`src/rtl/interrupt_arbiter_if.sv`:
```
// Handler-side bus of the interrupt arbiter: request lines, mask/software
// controls, the accept/done handshake and the status outputs.
interface interrupt_arbiter_if;
  logic [7:0] irqIn;
  logic       maskWrite;
  logic [7:0] maskData;
  logic       globalEnable;
  logic       swReq;
  logic [2:0] swCode;
  logic       intAccept;
  logic       intDone;
  logic       interruptSignalOut;
  logic [3:0] interruptIndexOut;
  logic [7:0] pendingOut;
  logic [7:0] maskOut;
  logic       busyOut;

  modport master (
    output irqIn, maskWrite, maskData, globalEnable, swReq, swCode, intAccept, intDone,
    input  interruptSignalOut, interruptIndexOut, pendingOut, maskOut, busyOut
  );

  modport slave (
    input  irqIn, maskWrite, maskData, globalEnable, swReq, swCode, intAccept, intDone,
    output interruptSignalOut, interruptIndexOut, pendingOut, maskOut, busyOut
  );
endinterface

```
`src/rtl/interrupt_arbiter.sv`:
```
// Non-nesting interrupt arbiter: 8 edge-triggered hardware lines (bit 0 highest)
// plus one software request, presented one at a time with an accept timeout.
module interrupt_arbiter #(
  parameter int unsigned ACCEPT_TIMEOUT = 15
) (
  input  logic clock,
  input  logic reset,
  interrupt_arbiter_if.slave bus
);

  typedef enum logic [1:0] {IDLE, REQUEST, SERVICE} state_t;

  state_t     r_state;
  logic [7:0] r_irq_prev;
  logic       r_armed;
  logic [7:0] r_pending;
  logic       r_sw_pending;
  logic [2:0] r_sw_code;
  logic [7:0] r_mask;
  logic [3:0] r_sel;
  logic [3:0] r_index;
  logic       r_signal;
  logic       r_busy;
  logic [3:0] r_timeout;

  logic [7:0] w_rise;
  logic [7:0] w_active;
  logic [3:0] w_hw_idx;
  logic       w_hw_hit;
  logic       w_grant;
  logic [3:0] w_grant_idx;
  logic       w_accept;
  logic [7:0] w_clr_hw;
  logic       w_clr_sw;

  // r_armed suppresses edge detection on the first cycle after reset so a line
  // held high through release is only captured into history.
  assign w_rise   = r_armed ? (bus.irqIn & ~r_irq_prev) : 8'h00;
  assign w_active = r_pending & r_mask;

  always_comb begin
    w_hw_idx = 4'd0;
    w_hw_hit = 1'b0;
    for (int i = 7; i >= 0; i--) begin
      if (w_active[i]) begin
        w_hw_idx = 4'(i);
        w_hw_hit = 1'b1;
      end
    end
  end

  assign w_grant     = (r_state == IDLE) && bus.globalEnable && (w_hw_hit || r_sw_pending);
  assign w_grant_idx = w_hw_hit ? w_hw_idx : {1'b1, r_sw_code};
  assign w_accept    = (r_state == REQUEST) && bus.intAccept;
  assign w_clr_hw    = (w_accept && !r_sel[3]) ? (8'b1 << r_sel[2:0]) : 8'h00;
  assign w_clr_sw    = w_accept && r_sel[3];

  always_ff @(posedge clock or posedge reset) begin
    if (reset) begin
      r_state      <= IDLE;
      r_irq_prev   <= 8'h00;
      r_armed      <= 1'b0;
      r_pending    <= 8'h00;
      r_sw_pending <= 1'b0;
      r_sw_code    <= 3'd0;
      r_mask       <= 8'h00;
      r_sel        <= 4'd0;
      r_index      <= 4'd0;
      r_signal     <= 1'b0;
      r_busy       <= 1'b0;
      r_timeout    <= 4'd0;
    end else begin
      r_armed    <= 1'b1;
      r_irq_prev <= bus.irqIn;
      // A new edge on the bit being cleared keeps it pending.
      r_pending  <= (r_pending & ~w_clr_hw) | w_rise;

      if (w_clr_sw) begin
        r_sw_pending <= 1'b0;
      end else if (bus.swReq && !r_sw_pending) begin
        r_sw_pending <= 1'b1;
        r_sw_code    <= bus.swCode;
      end

      if (bus.maskWrite) begin
        r_mask <= bus.maskData;
      end

      case (r_state)
        IDLE: begin
          if (w_grant) begin
            r_state   <= REQUEST;
            r_sel     <= w_grant_idx;
            r_index   <= w_grant_idx;
            r_signal  <= 1'b1;
            r_timeout <= 4'd0;
          end
        end
        REQUEST: begin
          if (bus.intAccept) begin
            r_state  <= SERVICE;
            r_signal <= 1'b0;
            r_index  <= 4'd0;
            r_busy   <= 1'b1;
          end else if (r_timeout == 4'(ACCEPT_TIMEOUT - 1)) begin
            r_state   <= IDLE;
            r_signal  <= 1'b0;
            r_index   <= 4'd0;
            r_timeout <= 4'd0;
          end else begin
            r_timeout <= r_timeout + 4'd1;
          end
        end
        SERVICE: begin
          if (bus.intDone) begin
            r_state <= IDLE;
            r_busy  <= 1'b0;
          end
        end
        default: begin
          r_state  <= IDLE;
          r_signal <= 1'b0;
          r_index  <= 4'd0;
          r_busy   <= 1'b0;
        end
      endcase
    end
  end

  assign bus.interruptSignalOut = r_signal;
  assign bus.interruptIndexOut  = r_index;
  assign bus.pendingOut         = r_pending;
  assign bus.maskOut            = r_mask;
  assign bus.busyOut            = r_busy;

endmodule
```
`src/flat_wrapper.sv`:
```
// flat-port wrapper written by rule: the top's interface ports become plain ports
module interrupt_arbiter_flat 
#(
  parameter int unsigned ACCEPT_TIMEOUT = 15
)
  (clock, reset, bus_irqIn, bus_maskWrite, bus_maskData, bus_globalEnable, bus_swReq, bus_swCode, bus_intAccept, bus_intDone, bus_interruptSignalOut, bus_interruptIndexOut, bus_pendingOut, bus_maskOut, bus_busyOut);
  interrupt_arbiter_if bus_i ();
  input  logic clock;
  input  logic reset;
  input wire logic [$bits(bus_i.irqIn)-1:0] bus_irqIn;
  input wire logic [$bits(bus_i.maskWrite)-1:0] bus_maskWrite;
  input wire logic [$bits(bus_i.maskData)-1:0] bus_maskData;
  input wire logic [$bits(bus_i.globalEnable)-1:0] bus_globalEnable;
  input wire logic [$bits(bus_i.swReq)-1:0] bus_swReq;
  input wire logic [$bits(bus_i.swCode)-1:0] bus_swCode;
  input wire logic [$bits(bus_i.intAccept)-1:0] bus_intAccept;
  input wire logic [$bits(bus_i.intDone)-1:0] bus_intDone;
  output wire logic [$bits(bus_i.interruptSignalOut)-1:0] bus_interruptSignalOut;
  output wire logic [$bits(bus_i.interruptIndexOut)-1:0] bus_interruptIndexOut;
  output wire logic [$bits(bus_i.pendingOut)-1:0] bus_pendingOut;
  output wire logic [$bits(bus_i.maskOut)-1:0] bus_maskOut;
  output wire logic [$bits(bus_i.busyOut)-1:0] bus_busyOut;
  assign bus_i.irqIn = bus_irqIn;
  assign bus_i.maskWrite = bus_maskWrite;
  assign bus_i.maskData = bus_maskData;
  assign bus_i.globalEnable = bus_globalEnable;
  assign bus_i.swReq = bus_swReq;
  assign bus_i.swCode = bus_swCode;
  assign bus_i.intAccept = bus_intAccept;
  assign bus_i.intDone = bus_intDone;
  assign bus_interruptSignalOut = bus_i.interruptSignalOut;
  assign bus_interruptIndexOut = bus_i.interruptIndexOut;
  assign bus_pendingOut = bus_i.pendingOut;
  assign bus_maskOut = bus_i.maskOut;
  assign bus_busyOut = bus_i.busyOut;
  interrupt_arbiter #(.ACCEPT_TIMEOUT(ACCEPT_TIMEOUT)) u_core (.clock(clock), .reset(reset), .bus(bus_i));
endmodule
```
`config.mk`:
```
export PLATFORM = sky130hd
export DESIGN_NAME = interrupt_arbiter_flat
export DESIGN_NICKNAME = d
export VERILOG_FILES = /design/src/rtl/interrupt_arbiter_if.sv /design/src/rtl/interrupt_arbiter.sv /design/src/flat_wrapper.sv
export SDC_FILE = /design/constraint.sdc
export NUM_CORES = 1
export LEC_CHECK = 0
export BUFFER_PORTS_ARGS = -buffer_cell sky130_fd_sc_hd__buf_2
export CAP_MARGIN = 5
export CORE_ASPECT_RATIO = 0.9
export CORE_MARGIN = 8
export CORE_UTILIZATION = 50
export CTS_BUF_LIST = sky130_fd_sc_hd__clkbuf_8 sky130_fd_sc_hd__clkbuf_16
export DETAILED_ROUTE_END_ITERATION = 6
export PLACE_DENSITY = 0.73
export REMOVE_ABC_BUFFERS = 1
export SYNTH_ARGS = -nofsm -noshare
export SYNTH_HDL_FRONTEND = slang
export SYNTH_SLANG_ARGS = --single-unit
```
`constraint.sdc`:
```
create_clock -name clock -period 1.8 [get_ports clock]
set_clock_uncertainty 0.05 [all_clocks]
set_input_delay 0.36 -clock clock [delete_from_list [all_inputs] [get_ports clock]]
set_output_delay 0.36 -clock clock [all_outputs]
set_load 0.05 [all_outputs]
```
* Word level (Yosys, flattened, before mapping)
Index checks and enable logic that the tools add are counted.
Operators by class: add/sub/neg operators 1, multiply operators 0, divide/modulo/power cells 0, magnitude comparators 0, eq/ne operators 8, shifts and indexed selects 1, mux-type cells 41, bitwise operators 9, reduce and logical (&&, ||, !) cells 18
Operators with widths (number):
- 2-to-1 mux 4 bit | 7
- bitwise AND 8 bit | 3
- 2-to-1 mux 3 bit | 8
- 2-to-1 mux 8 bit | 2
- inverter 8 bit | 2
- 2-to-1 mux 1 bit | 15
- one-hot mux 4 bit (3 select lines) | 1
- AND reduction 3 bit | 4
- 2-to-1 mux 2 bit | 4
- bitwise OR 8 bit | 1
- one-hot mux 4 bit (2 select lines) | 1
- left shift 1 x 3 -> 8 bit (first input constant) | 1
- logical AND 1 bit | 6
- != test 2 bit (second input constant) | 3
- one-hot mux 1 bit (3 select lines) | 2
- one-hot mux 2 bit (3 select lines) | 1
- adder 4 x 1 -> 4 bit (second input constant) | 1
- == test 4 bit (second input constant) | 1
- AND reduction 2 bit | 2
- nonzero test 2 bit | 2
- != test 3 bit (second input constant) | 1
- inverter 1 bit | 3
- == test 2 x 1 -> 1 bit (second input constant) | 1
- == test 2 bit (second input constant) | 1
- 4 further kinds | 5
Word-level totals: register bits after elaboration 45, latch bits 0, RAM bits 0, bits in read-only memories 0, bits of input ports 26, output and inout bits 22, word-level logic and storage cells 90, memories kept 0

* Longest topological paths before layout
Gate-level depths: netlist of run 1.
word-level depth 13, depth in mapped cells 7, gate-level depth less buffers 7

* Worst setup path after synthesis of run 1
OpenSTA, ideal clock, no wires.
kind flip-flop to flip-flop, start point reg u_core.r_pending[1] (netlist: u_core.bus.pendingOut[1]), end point reg u_core.r_timeout[1], setup time 125 ps, arrival 1687 ps, required time 1625 ps, slack -62 ps, stages on the path, launching flop included 6, buffers on the path 0, clock period less this slack 1862 ps, cell sequence dfrtp_1 > a22oi_2 > nand4_4 > o21ai_4 > nand2_2 > mux2_4
On the way: longest elaborated chain between the ends 7
RTL lines:
- start: declaration | RTL line interrupt_arbiter.sv:16 | logic [7:0] r_pending;
- start signal: assignment | RTL line interrupt_arbiter.sv:76 | r_pending <= (r_pending & ~w_clr_hw) | w_rise;
- bitwise AND 8 bit | RTL line interrupt_arbiter.sv:39 | assign w_active = r_pending & r_mask;
- 2-to-1 mux 1 bit (2 in a row) | RTL line interrupt_arbiter.sv:45 | if (w_active[i]) begin
- logical OR 1 bit | RTL line interrupt_arbiter.sv:52 | assign w_grant = (r_state == IDLE) && bus.globalEnable && (w_hw_hit || r_sw_pending);
- logical AND 1 bit | RTL line interrupt_arbiter.sv:52
- != test 2 x 1 -> 1 bit (no line)
- AND reduction 3 bit (no line)
- end signal: assignment | RTL line interrupt_arbiter.sv:111 | r_timeout <= r_timeout + 4'd1;
- end: declaration | RTL line interrupt_arbiter.sv:24 | logic [3:0] r_timeout;
No other way between the ends. A chain may end at the register's enable or synchronous reset.

* Worst setup path in the final report of run 1
Same ends and word-level chain as after synthesis.

==> results of run 1 <==
-- report_power, final --
| part | switching [mW] | internal [mW] |
|---|---|---|
| clock network | 0.318 | 0.267 |
| logic | 0.845 | 0.450 |
| registers | 0.296 | 1.26 |
| total | 1.46 | 1.98 |
-- cell usage after synthesis, types with 3 or more instances --
cell / number / share of area
a22oi_4: 3 / 0.032
mux2_2: 11 / 0.061
nand3b_1: 10 / 0.037
o21ai_0: 12 / 0.030
dfrtp_1: 45 / 0.56
nand2_1: 30 / 0.056
o21ai_2: 4 / 0.017
a21oi_1: 6 / 0.015
inv_1: 10 / 0.019
nor2_1: 7 / 0.013
nand3_1: 5 / 0.012
-- kinds of logic (layout without fill, tap and decap cells) --
| logic type | after synthesis | after routing | synth area share |
|---|---|---|---|
| flops | 45 | 45 | 0.558 |
| buf+inv | 14 | 69 | 0.0267 |
| mux | 12 | 12 | 0.0688 |
| other cells | 1 | 1 | 0.00186 |
| compound gates | 38 | 38 | 0.157 |
| fa+ha+maj | 2 | 2 | 0.0124 |
| simple gates | 65 | 65 | 0.175 |
-- area by class of cell --
| type | count | area [µm²] | area share |
|---|---|---|---|
| clock buffers | 5 | 68.8 | 0.0284 |
| clock inverters | 3 | 18.8 | 0.00773 |
| inverters | 10 | 37.5 | 0.0155 |
| multi-input cells | 118 | 838 | 0.345 |
| flip-flops and latches | 45 | 1130 | 0.464 |
| well taps | 48 | 60.1 | 0.0247 |
| repair buffers | 51 | 278 | 0.114 |
-- state kept, by name, indices dropped and copies added (netlist names) --
| register | cells |
|---|---|
| u_core.bus.interruptIndexOut | 4 |
| u_core.bus.busyOut | 1 |
| u_core.r_sel | 4 |
| u_core.r_irq_prev | 8 |
| u_core.r_sw_pending | 1 |
| u_core.bus.maskOut | 8 |
| u_core.r_armed | 1 |
| u_core.r_timeout | 4 |
| u_core.bus.pendingOut | 8 |
| u_core.r_state | 2 |
| u_core.bus.interruptSignalOut | 1 |
| u_core.r_sw_code | 3 |
-- critical path, delay by kind of cell, from the launching register on --
family | cells | cell delay [ps]
flip-flops | 1 | 420
multiplexers | 1 | 300
AO/OA/AOI/OAI | 2 | 570
AND/OR/NAND/NOR | 2 | 250
-- layer usage --
metal | wire [µm] | up-vias | global-route usage | part of all wire
met5 | 0 | - | 0 | 0
met4 | 38 | 0 | 0.0421 | 0.0092
met3 | 231 | 4 | 0.0438 | 0.056
met2 | 1870 | 36 | 0.198 | 0.46
met1 | 1970 | 694 | 0.180 | 0.48
li1 | - | 720 | - | -
-- metrics by stage --
stage | power [mW] | worst slack (ps) | instances
2_1_floorplan | 2.52 | -61.7 | 173
3_5_place_dp | 2.88 | 116 | 272
4_1_cts | 3.48 | 97.7 | 280
6_report | 3.44 | 98.5 | 280
3_3_place_gp | 2.86 | 154 | 272
5_1_grt | 3.67 | 28.6 | 280
-- path summary, 6_finish.rpt --
| path | start | end | slack [ps] | depth (start not counted) |
|---|---|---|---|---|
| max in group asynchronous | reset | u_core.r_sel[3] | 1460 | 3 |
| worst max register to register | u_core.bus.pendingOut[1] | u_core.r_timeout[1] | 100 | 5 |
| worst max-delay path | u_core.bus.pendingOut[1] | u_core.r_timeout[1] | 100 | 5 |
| worst min-delay path | reset | u_core.bus.interruptSignalOut | 40 | 3 |
| min in group clock | bus_irqIn[6] | u_core.r_irq_prev[6] | 140 | 1 |
| worst min register to register | u_core.r_irq_prev[6] | u_core.bus.pendingOut[6] | 390 | 1 |
==> metrics.yaml, run 1 <==
fill_cells: 338
place_congestion: 0.819
final_util: 0.612
clk_latency_ps: 290
hold_path_class: "in -> async"
rows: 22
overflow: 0
die_y_um: 76.3
dr.pass1.iters: 4
report.final.slew_viol_count: 0
finalSetupViolCount: 0
worst_setup_path_end_kind: "flip-flop"
cts_sinks: 45
wl_um: 4110
grt_max_degree: 46
io_pins: 48
status: "complete, no violations"
fin_setup_tns_ps: 0
htreeDepth: 2
cts_resized: 0
required_ps: 1930
crit_fanout: 10
final_area_mm2: 0.00243
dpl-instance-area_mm2: 0.00234
final_antenna_net_count: 0
cp.arrival_ps: 1830
synth_edf_count: 0
mostFrequentLayoutCells: "buf_2, dfrtp_1, nand2_1"
layout_commonest_cell: "buf_2"
vias: 1454
grt_usage: 0.134
fin_hold_ws_ps: 40.6
period_minus_slack_ps: 1700
powerDensity_mw_per_mm2: 1420
die_w_um: 83.0
cp_cell_sequence: "a22oi_2 -> nand4_4 -> o21ai_4 -> nand2_2 -> mux2_4"
slowest_stage: "dfrtp_1"
antenna_found_initial: 0
drive_gt1_frac: 0.384
via_per_inst: 5.19
cts-buffers-inserted: 5
ys_warn_count: 0
ys_seq_elements: 45
max_freq_mhz: 588
rsz0062_at_grt: "false"
die-area_mm2: 0.00633
synth_cell_types: 41
ys_seq_area_frac: 0.558
grt_pass1_vias: 1480
start_util: 0.509
post-route-period-util: 0.945
async_reset_ff_frac: 1.00
vdd_ir_drop_max_uv: 741
numPortBuffers: 47
core-area_mm2: 0.00396
maxCapViolCount: 0
place_hpwl_um: 3220
synth_ff_type: "dfrtp_1"
avgSynthCellArea_um2: 11.4
postCtsHoldBufs: 0
drt-wirelength-per-cell_um: 14.7
p_leak_nw: 1.11
start_kind: "flip-flop"
cts_buffer_depth: 2
cts_setup_buffers: 0
root_buffer: "clkbuf_8"
drt_iter0_markers: 65
cts_tree: "done"
cts.clk_slew.worst_paths_ps: 80
syn_to_final_growth_pct: 20.3
grt_first_pass_wirelength_um: 7070
drc: 0
syn_area_mm2: 0.00202
crit_path_max_incr_delay_ps: 420
synth_cells: 177
antennaDiodeCount: 0
hold_viol: 0
crit_type: "reg -> reg"
nets: 259
(Power assumes the default switching activity.)
==> inputs of run 2 (changes only) <==
Settings changed: RECOVER_POWER from default to 50.
==> metrics.yaml, run 2 (same netlist as run 1, synthesis figures left out) <==
grt_max_degree: 46  # unchanged
cp.arrival_ps: 1830  # about the same
cts-buffers-inserted: 5  # unchanged
max_freq_mhz: 588  # about the same
core-area_mm2: 0.00396  # unchanged
cts_tree: "done"
die_w_um: 83.0  # unchanged
htreeDepth: 2  # unchanged
worst_setup_path_end_kind: "flip-flop"
via_per_inst: 5.21  # +0.28%
vias: 1458  # +0.28%
clk_latency_ps: 290  # about the same
cts.clk_slew.worst_paths_ps: 80  # about the same
rsz0062_at_grt: "false"
numPortBuffers: 47  # unchanged
wl_um: 4090  # -0.41%
multi_input_area_um2: 838  # unchanged
mostFrequentLayoutCells: "dfrtp_1, buf_2, nand2_1"
status: "complete, no violations"
fill_cells: 341  # +0.89%
overflow: 0  # unchanged
antenna_found_initial: 0  # unchanged
cts_sinks: 45  # unchanged
timing.rr.start: "u_core.bus.pendingOut[1]"
final_antenna_net_count: 0  # unchanged
die_y_um: 76.3  # unchanged
crit_fanout: 10  # unchanged
start_kind: "flip-flop"
period_minus_slack_ps: 1700  # -0.723 ps
report.final.slew_viol_count: 0  # unchanged
min_to: "u_core.r_irq_prev[6]"
cp-startpoint: "u_core.bus.pendingOut[1]"
powerDensity_mw_per_mm2: 1430  # +0.62%
postCtsHoldBufs: 0  # unchanged
hold_path_class: "in -> reg"
syn_to_final_growth_pct: 19.2
place_congestion: 0.819  # unchanged
grt_usage: 0.134  # unchanged
rows: 22  # unchanged
hp-start: "bus_irqIn[6]"
die-area_mm2: 0.00633  # unchanged
r2r-end: "u_core.r_timeout[1]"
dr.pass1.iters: 4  # unchanged
grt_pass1_vias: 1480  # unchanged
ff2ff_setup_slack_ps: 100  # about the same
hold_viol: 0  # unchanged
layout_commonest_cell: "dfrtp_1"
io_pins: 48  # unchanged
layout.area.seq_mm2: 0.00113  # unchanged
required_ps: 1930  # about the same
cts_resized: 0  # unchanged
drive_gt1_frac: 0.362  # -0.0216
cts_setup_buffers: 0  # unchanged
drt_iter0_markers: 70  # +7.7%
cts_buffer_depth: 2  # unchanged
place_hpwl_um: 3220  # unchanged
drc: 0  # unchanged
max-slew-margin-rel: 0.300
p_leak_nw: 1.10  # -1.7%
maxCapViolCount: 0  # unchanged
crit_type: "reg -> reg"
start_util: 0.509  # unchanged
post-route-period-util: 0.945  # about the same
power.total_mw: 3.43  # -0.26%
reg2reg_depth: 5  # unchanged
final_util: 0.607  # -0.00537
worst_slew_pin_slew_ps: 1050
root_buffer: "clkbuf_8"
finalSetupViolCount: 0  # unchanged
grt_first_pass_wirelength_um: 7070  # unchanged
antennaDiodeCount: 0  # unchanged
drt-wirelength-per-cell_um: 14.6  # -0.41%
vdd_ir_drop_max_uv: 741  # about the same
nets: 259  # unchanged
min_delay_path_depth: 1
-- run 2: cell count changes in the layout (fill, tap and decap cells not counted), sizes merged --
cell	change
buf	-6
clkbuf	+6
-- run 2: area by class of cell --
| class | instances | area share |
|---|---|---|
| Timing Repair Buffer | 51 | 0.107 |
| Tap cell | 48 | 0.0250 |
| Sequential cell | 45 | 0.468 |
| Clock buffer | 5 | 0.0286 |
| Multi-Input combinational cell | 118 | 0.348 |
| Inverter | 10 | 0.0156 |
| Clock inverter | 3 | 0.00780 |
-- run 2: critical path, cell delays in order (launching register included) --
cell and delay [ps]:
dfrtp_1 420, a22oi_2 270, nand4_4 140, o21ai_4 300, nand2_2 110, mux2_4 300
-- run 2: metrics by stage --
stage	cell area (µm²)	std cells	worst slack (ps)	hold slack, ps	setup TNS, ps
6_report	2410	280	99.2	136	0
3_5_place_dp	2340	272	116	367	0
5_1_grt	2410	280	28.6	126	0
4_1_cts	2430	280	97.7	46.6	0
3_3_place_gp	2340	272	154	366	0
2_1_floorplan	2000	173	-61.7	341	-61.7
-- run 2: power by group --
group	internal [mW]	total [mW]	switching, mW
Combinational	0.445	1.29	0.843
Sequential	1.26	1.56	0.294
Clock	0.267	0.586	0.318
Total	1.98	3.43	1.45
-- run 2: layer usage --
layer	global-route usage	wire, µm	vias to the layer above
met4	0.0421	38	0
met5	0	0	-
met2	0.198	1860	34
li1	-	-	719
met3	0.0438	234	4
met1	0.180	1960	701
-- run 2: worst max path at each step --
stage,endpoint,slack (ps),depth (start not counted)
global placement,u_core.r_timeout[1],150,5
CTS,u_core.r_timeout[1],100,5
floorplan,u_core.r_timeout[1],-60,5
finish,u_core.r_timeout[1],100,5
global route,u_core.r_timeout[1],30,5
detailed placement,u_core.r_timeout[1],120,5
